$ cat src/rtl/decode_stage_hs.sv
// decode_stage_hs: valid/ready RV32I decode stage with a 2-entry skid buffer.
// The head (main) entry drives all decoded outputs. The skid entry absorbs
// the one instruction that may arrive while the head is stalled, so ready_o
// can be a plain register.
module decode_stage_hs #(
  parameter int unsigned          DWIDTH = 32,
  parameter int unsigned          AWIDTH = 32,
  parameter logic [DWIDTH-1:0]    NOP    = 32'h00000013
) (
  input  logic              clk,
  input  logic              rst,
  input  logic              valid_i,
  output logic              ready_o,
  input  logic [AWIDTH-1:0] pc_i,
  input  logic [DWIDTH-1:0] insn_i,
  input  logic              flush_i,
  output logic              valid_o,
  input  logic              ready_i,
  output logic [AWIDTH-1:0] pc_o,
  output logic [DWIDTH-1:0] insn_o,
  output logic [6:0]        opcode_o,
  output logic [4:0]        rd_o,
  output logic [2:0]        funct3_o,
  output logic [4:0]        rs1_o,
  output logic [4:0]        rs2_o,
  output logic [4:0]        shamt_o,
  output logic [6:0]        funct7_o,
  output logic [DWIDTH-1:0] imm_o,
  output logic              illegal_o
);

  logic              main_vld_q, main_vld_d;
  logic [AWIDTH-1:0] main_pc_q, main_pc_d;
  logic [DWIDTH-1:0] main_insn_q, main_insn_d;
  logic              skid_vld_q, skid_vld_d;
  logic [AWIDTH-1:0] skid_pc_q, skid_pc_d;
  logic [DWIDTH-1:0] skid_insn_q, skid_insn_d;
  logic              ready_q, ready_d;

  logic accept;
  logic pop;
  logic main_free;

  // Immediate generation by instruction format; unknown formats give zero.
  function automatic logic [DWIDTH-1:0] gen_imm(input logic [DWIDTH-1:0] insn);
    logic [DWIDTH-1:0] imm;
    case (insn[6:0])
      7'h03, 7'h13, 7'h67, 7'h73:
        imm = {{20{insn[31]}}, insn[31:20]};
      7'h23:
        imm = {{20{insn[31]}}, insn[31:25], insn[11:7]};
      7'h63:
        imm = {{19{insn[31]}}, insn[31], insn[7], insn[30:25], insn[11:8], 1'b0};
      7'h37, 7'h17:
        imm = {insn[31:12], 12'b0};
      7'h6F:
        imm = {{11{insn[31]}}, insn[31], insn[19:12], insn[20], insn[30:21], 1'b0};
      default:
        imm = '0;
    endcase
    return imm;
  endfunction

  // Legal when the low two bits mark a 32-bit encoding and the opcode is a base RV32I one.
  function automatic logic is_legal(input logic [DWIDTH-1:0] insn);
    logic ok;
    case (insn[6:0])
      7'h37, 7'h17, 7'h6F, 7'h67, 7'h63, 7'h03,
      7'h23, 7'h13, 7'h33, 7'h0F, 7'h73: ok = 1'b1;
      default:                           ok = 1'b0;
    endcase
    return ok & (insn[1:0] == 2'b11);
  endfunction

  assign accept    = valid_i & ready_q;
  assign pop       = main_vld_q & ready_i;
  assign main_free = ~main_vld_q | pop;

  // Next-state for the two entries: skid drains to main first, keeping FIFO order.
  always_comb begin
    main_vld_d  = main_vld_q;
    main_pc_d   = main_pc_q;
    main_insn_d = main_insn_q;
    skid_vld_d  = skid_vld_q;
    skid_pc_d   = skid_pc_q;
    skid_insn_d = skid_insn_q;
    if (main_free) begin
      if (skid_vld_q) begin
        main_vld_d  = 1'b1;
        main_pc_d   = skid_pc_q;
        main_insn_d = skid_insn_q;
        skid_vld_d  = accept;
        if (accept) begin
          skid_pc_d   = pc_i;
          skid_insn_d = insn_i;
        end
      end else begin
        main_vld_d = accept;
        if (accept) begin
          main_pc_d   = pc_i;
          main_insn_d = insn_i;
        end
      end
    end else if (accept) begin
      skid_vld_d  = 1'b1;
      skid_pc_d   = pc_i;
      skid_insn_d = insn_i;
    end
    if (flush_i) begin
      main_vld_d  = 1'b0;
      skid_vld_d  = 1'b0;
      main_pc_d   = '0;
      main_insn_d = NOP;
    end
    ready_d = ~skid_vld_d;
  end

  // Head entry, valids and ready; reset reloads the NOP into the head.
  always_ff @(posedge clk) begin
    if (rst) begin
      main_vld_q  <= 1'b0;
      skid_vld_q  <= 1'b0;
      main_pc_q   <= '0;
      main_insn_q <= NOP;
      ready_q     <= 1'b1;
    end else begin
      main_vld_q  <= main_vld_d;
      skid_vld_q  <= skid_vld_d;
      main_pc_q   <= main_pc_d;
      main_insn_q <= main_insn_d;
      ready_q     <= ready_d;
    end
  end

  // Skid payload is only meaningful under skid_vld_q, so it needs no reset.
  always_ff @(posedge clk) begin
    skid_pc_q   <= skid_pc_d;
    skid_insn_q <= skid_insn_d;
  end

  assign ready_o   = ready_q;
  assign valid_o   = main_vld_q;
  assign pc_o      = main_pc_q;
  assign insn_o    = main_insn_q;
  assign opcode_o  = main_insn_q[6:0];
  assign rd_o      = main_insn_q[11:7];
  assign funct3_o  = main_insn_q[14:12];
  assign rs1_o     = main_insn_q[19:15];
  assign rs2_o     = main_insn_q[24:20];
  assign shamt_o   = main_insn_q[24:20];
  assign funct7_o  = main_insn_q[31:25];
  assign imm_o     = gen_imm(main_insn_q);
  assign illegal_o = main_vld_q & ~is_legal(main_insn_q);

endmodule

$ cat config.mk
export PLATFORM = sky130hd
export DESIGN_NAME = decode_stage_hs
export DESIGN_NICKNAME = d
export VERILOG_FILES = /design/src/rtl/decode_stage_hs.sv
export SDC_FILE = /design/constraint.sdc
export NUM_CORES = 1
export LEC_CHECK = 0
export CAP_MARGIN = 20
export CORE_ASPECT_RATIO = 1.2
export CORE_MARGIN = 3
export CORE_UTILIZATION = 48
export CTS_CLUSTER_DIAMETER = 150
export DETAILED_ROUTE_END_ITERATION = 16
export PLACE_DENSITY = 0.85
export SLEW_MARGIN = 20
export SYNTH_ARGS = -nofsm -noshare
export SYNTH_HDL_FRONTEND = slang
export SYNTH_SLANG_ARGS = --single-unit
export TNS_END_PERCENT = 10
$ cat constraint.sdc
create_clock -name clk -period 7.11 [get_ports clk]
set_input_delay 1.422 -clock clk [delete_from_list [all_inputs] [get_ports clk]]
set_output_delay 1.422 -clock clk [all_outputs]
set_load 0.01 [all_outputs]
==> reports/qor.txt, run 1 <==
Hold Path Stages: 2
Clock-pin transition on the worst setup and hold timing paths: 0.06 ns
CP required: 5.69 ns
Count of nets after finishing: 710
Filler cells: 811
Most frequent cells in the layout: 204 x clkdlybuf4s50_1, 71 x nor2_1, 66 x dfxtp_1
Global route overflow: 0
Root Buffer: clkbuf_16
Most common cell after layout, fill and taps aside: clkdlybuf4s50_1
Post-cts hold buffer count: 0
TNS Setup: 0 ns
Met1 WL: 5750 um
Row count: 42
Element type at the critical path start: register
Static leakage: 0.00288 uW
First-pass GRT wire length: 23500 um
Vias in the first global route: 4496
Synthesized area: 5680 um^2
Slew headroom: 39.6%
Core area: 11300 um^2
Async set-reset flop share out of synthesis: 0%
Antenna violations before repair: 0
Sw power: 443 uW
Critical path class: register to output pin
Number of vias per cell: 5.37
CTS tree: yes
Max Fclk: 233 MHz
IO buf count: 204
Post-DP HPWL: 10200 um
Largest net degree at the start of global routing: 123
Die height: 125 um
RSZ-0062 raised after global routing: no
Starting Density: 50.3%
GPL Wtd Cong: 0.985
Die footprint: 13200 um^2
CTS Buf Count: 17
Number of routed nets with antenna violations: 0
Flop2flop setup slack: 4.72 ns
DR WL/cell: 18.0 um
Max cap viols: 0
Initial DRT Pass Iterations: 5
Worst hold endpoint: pc_o[21]
Worst VDD drop: 0.000159 V
Register area share after synthesis: 57.5%
Worst reg2reg path depth: 3
Layout cells sized above 1: 6.73%
Tmin final: 4.29 ns
Synth cell types: 40
Syn Nets: 554
Internal power: 1530 uW
Switching fraction of total power: 22.4%
DR vias: 4337
EDFF count, synth: 64
Met3 Wirelength: 1090 um
Setup-failing EPs final: 0
Metal2 WL: 7410 um
Sink Count: 131
Skew final: 0.0124 ns
Clock power share: 46.3%
CP arrival: 2.87 ns
Register share of total power: 42.3%
Cells after DPL: 776
DRC Markers: 0
Reg2Reg Launch Point: skid_vld_q
Mapped Cells: 485
Ys Warns: 0
Post-CTS Setup Repair Bufs: 0
Pins Over Slew Limit: 0
Hold_sp: pc_o[21]
Iteration-0 DRC Markers: 175
Power density over the cells: 243 nW/um^2
Die span in x: 105 um
Max clock buf depth: 2
Clock latency on the worst-skew pair: 0.41 ns
Tcrit/Tclk final: 60.4%
Top Layer Used: met4
Io pins: 205
Status: finished clean
Crit end category: output pin
Top_reg_cell synth: dfxtp_1
R2r endpoint: skid_insn_q[14]
Resized cells post-CTS: 0
Combinational power share: 11.4%
Drt total wl: 14600 um
Hold/Removal Path Class: register to register
Fin cells: 808
Diodes inserted: 0
H-tree depth: 4
Worst slew pin tran: 0.902 ns
Total track usage: 22.6%
Synth Register Bits: 131
Final hold violations: 0
CP Max Fanout: 16
P&R area growth vs syn: 43.1%
Syn Area/Cell: 11.7 um^2
-- registers in the layout (all words and copies together) (netlist names) --
register,cells
insn_o,32
pc_o,32
skid_insn_q,32
skid_pc_q,32
ready_o,1
skid_vld_q,1
valid_o,1
-- worst max-delay path, stage by stage (launching register included) --
cell             delay, ns
dfxtp_1               0.46
nor4_1                0.47
a311oi_2              0.09
nor2_1                0.73
a21o_1                0.16
clkdlybuf4s50_1       0.54
-- power groups by stage --
stage	logic (uW)	registers (uW)	clock network, uW
after floorplan	105	853	0
after global placement	219	850	0
after detailed placement	225	852	0
after CTS	227	837	928
after global routing	244	840	965
final	225	837	915
-- per-stage QoR --
stage / total power (uW) / util [%] / area, um^2 / setup slack (ns) / hold WS (ns)
after floorplan: 958 / - / 5680 / 2.26 / 0.520
after CTS: 1990 / 71.9 / 8120 / 2.83 / 0.498
after global placement: 1070 / 66.3 / 7500 / 3.40 / 0.486
after global routing: 2050 / 71.9 / 8130 / 2.62 / 0.525
after detailed placement: 1080 / 66.3 / 7500 / 3.28 / 0.491
final: 1980 / 71.9 / 8130 / 2.82 / 0.495
-- Yosys cell counts, drive strengths merged, types with 2 or more instances --
master  instances  area share (%)
edfxtp         64              34
o21ai           2            0.18
a211oi         61             8.1
a22o            4            0.62
a21o           20             2.6
buf            62             7.6
a21oi           9            0.86
nor2b           2            0.26
clkbuf         10            0.73
o211ai          3            0.40
mux2i          65              11
nor2           72             4.8
nand2b          2            0.22
and2            9            0.99
nor3            3            0.46
dfxtp          67              24
inv             2            0.13
nand2          12            0.79
-- logic make-up (layout without fill, tap and decap cells) --
family          Yosys count  after routing  synth area share [%]
buf+inv                  74            243                  8.46
flops                   131            131                  57.5
simple gates            107            107                  8.42
compound gates          108            108                  14.2
mux                      65             65                  11.5
-- metal layers --
metal,track usage (%),vias to the layer above
met5,0,-
met4,9.81,0
met3,6.60,26
met2,38.1,191
met1,26.6,2048
li1,-,2072
-- worst max path at each step --
stage,to,depth (start not counted),start,slack [ns]
after floorplan,skid_insn_q[0],3,ready_i,2.26
after global placement,skid_insn_q[30],5,ready_i,3.40
after detailed placement,imm_o[30],5,insn_o[6],3.28
after CTS,imm_o[30],5,insn_o[6],2.83
after global routing,imm_o[29],5,insn_o[3],2.62
final,imm_o[30],5,insn_o[3],2.82
-- cell type report --
| cell class | instances | area [um^2] | share of cell area (%) |
|---|---|---|---|
| inverters | 2 | 7.51 | 0.0924 |
| well taps | 154 | 193 | 2.37 |
| flip-flops and latches | 131 | 3270 | 40.2 |
| multi-input cells | 280 | 1950 | 24.0 |
| repair buffers | 209 | 2080 | 25.6 |
| clock inverters | 12 | 181 | 2.23 |
| clock buffers | 20 | 447 | 5.50 |
No activity file was read; power rests on OpenSTA's default activity.
==> run 2, diff against run 1 <==
Settings changed: CORE_UTILIZATION 48 to 41, PLACE_DENSITY 0.85 to 0.77.
Clock period 7.11 ns to 3.5 ns, I/O delays scaled along.
==> reports/qor.txt, run 2 (same netlist as run 1, synthesis figures left out) <==
CTS tree: yes
Fin cells: 824 (+2.0%)
Drt total wl: 14400 um (-1.2%)
Count of nets after finishing: 712 (+0.28%)
Number of routed nets with antenna violations: 0 (unchanged)
H-tree depth: 4 (unchanged)
Status: finished clean
Diodes inserted: 0 (unchanged)
Critical Path Stages: 5 (unchanged)
Power density over the cells: 476 nW/um^2 (+96%)
Global route overflow: 0 (unchanged)
Worst reg2reg path depth: 5 (+2)
Tcrit/Tclk final: 96.0%
Root Buffer: clkbuf_16
Worst slew pin tran: 0.777 ns (-0.125 ns)
Iteration-0 DRC Markers: 256 (+46%)
Final hold violations: 0 (unchanged)
Max clock buf depth: 2 (unchanged)
Cells after DPL: 792 (+2.1%)
Layout cells sized above 1: 7.47% (+0.74 points)
Element type at the critical path start: register
Clock-pin transition on the worst setup and hold timing paths: 0.06 ns (about the same)
Total track usage: 18.7% (-3.9 points)
CP required: 2.80 ns (-2.89 ns)
Vias in the first global route: 4317 (-4.0%)
Worst hold endpoint: pc_o[0]
Critical path class: register to output pin
WP buf/inv: 1 (unchanged)
Resized cells post-CTS: 1 (+1)
Io pins: 205 (unchanged)
Die footprint: 15300 um^2 (+16%)
Hold Path Stages: 2 (unchanged)
Initial DRT Pass Iterations: 4 (-1)
IO buf count: 204 (unchanged)
CTS Buf Count: 17 (unchanged)
TNS Setup: 0 ns (unchanged)
Antenna violations before repair: 1 (+1)
Pins Over Slew Limit: 0 (unchanged)
Clock latency on the worst-skew pair: 0.40 ns (about the same)
Post-CTS Setup Repair Bufs: 0 (unchanged)
Max Fclk: 298 MHz
DR vias: 4325 (-0.28%)
CP cell instances: and3b_1, a21oi_1, nor2_1, a21o_1, clkdlybuf4s50_1
Static leakage: 0.00287 uW (-0.29%)
Largest net degree at the start of global routing: 77 (-37%)
P&R area growth vs syn: 43.0%
Row count: 46 (+9.5%)
Die height: 135 um (+7.8%)
DRC Markers: 0 (unchanged)
Post-DP HPWL: 10100 um (-0.65%)
Worst VDD drop: 0.000334 V (+110%)
Critical path's top delay family: simple AND/OR/NAND/NOR gates
Post-cts hold buffer count: 0 (unchanged)
Starting Density: 42.3% (-7.9 points)
Skew final: 0.00899 ns (-0.00345 ns)
Slew headroom: 48.2% (+8.6 points)
Setup-failing EPs final: 0 (unchanged)
Most frequent cells in the layout: 204 x clkdlybuf4s50_1, 69 x nor2_1, 66 x dfxtp_1
Reg2Reg Launch Point: skid_vld_q
Core area: 13400 um^2 (+19%)
R2r endpoint: insn_o[18]
DR WL/cell: 17.5 um (-3.2%)
RSZ-0062 raised after global routing: no
Flop2flop setup slack: 1.43 ns (-3.29 ns)
Tmin final: 3.36 ns
Most common cell after layout, fill and taps aside: clkdlybuf4s50_1
GPL Wtd Cong: 0.842 (-14%)
Max stage delay on crit path: 0.64 ns (-0.09 ns)
Sink Count: 131 (unchanged)
First-pass GRT wire length: 22600 um (-3.7%)
Hold_sp: pc_o[0]
CP Max Fanout: 16 (unchanged)
Die span in x: 113 um (+7.7%)
Max cap viols: 0 (unchanged)
Crit end category: output pin
CP arrival: 2.66 ns (-0.21 ns)
Hold/Removal Path Class: register to register
Number of vias per cell: 5.25 (-2.2%)
CP max-delay cell: dfxtp_1
==> run 2: cell type report <==
type	count	area, um^2
Inverter	2	7.51
Sequential cell	131	3270
Fill cell	1108	5290
Tap cell	168	210
Multi-Input combinational cell	280	1960
Clock buffer	19	443
Timing Repair Buffer	211	2090
Clock inverter	13	136
==> run 2: per-stage QoR <==
step / hold slack (ns) / cell area [um^2] / worst slack, ns / power (uW) / utilization [%]
floorplan: 0.520 / 5680 / 0.437 / 1950 / -
CTS: 0.503 / 8110 / 0.127 / 3910 / 60.5
detailed placement: 0.495 / 7530 / 0.389 / 2190 / 56.1
global route: 0.518 / 8120 / 0.00370 / 4030 / 60.5
finish: 0.500 / 8120 / 0.140 / 3860 / 60.5
global placement: 0.487 / 7530 / 0.523 / 2170 / 56.1
==> run 2: worst max-delay path by stage <==
stage                    from              to  slack (ns)
finish              insn_o[6]       imm_o[17]        0.14
global route        insn_o[6]       imm_o[18]       0.004
CTS                 insn_o[6]       imm_o[17]        0.13
detailed placement  insn_o[6]       imm_o[20]        0.39
global placement    insn_o[6]       imm_o[22]        0.52
floorplan             ready_i  skid_insn_q[0]        0.44
==> run 2: worst register-to-register path: cells and delay by family (launching register included) <==
kind	cells	cell delay, ns
buf+inv	2	0.71
compound gates	2	0.38
flops	1	0.70
simple gates	1	0.19
==> run 2: metal layers <==
metal	global-route usage (%)	vias to the layer above	part of all wire, %
li1	-	2077	-
met1	22.2	2063	41
met2	32.1	168	51
met3	5.65	15	7.0
met4	6.55	2	1.1
met5	0	-	0.090
==> run 2: report_power, final <==
part | internal [uW] | total (uW) | switching (uW)
clock | 1060 | 1710 | 643
sequential | 1650 | 1700 | 44.8
combinational | 250 | 457 | 207
total | 2970 | 3860 | 895
==> run 3, diff against run 2 <==
Settings changed: TNS_END_PERCENT 10 to not set.
==> results of run 3 <==
Same layout as run 2: the final DEF is identical, and so are final timing and power.
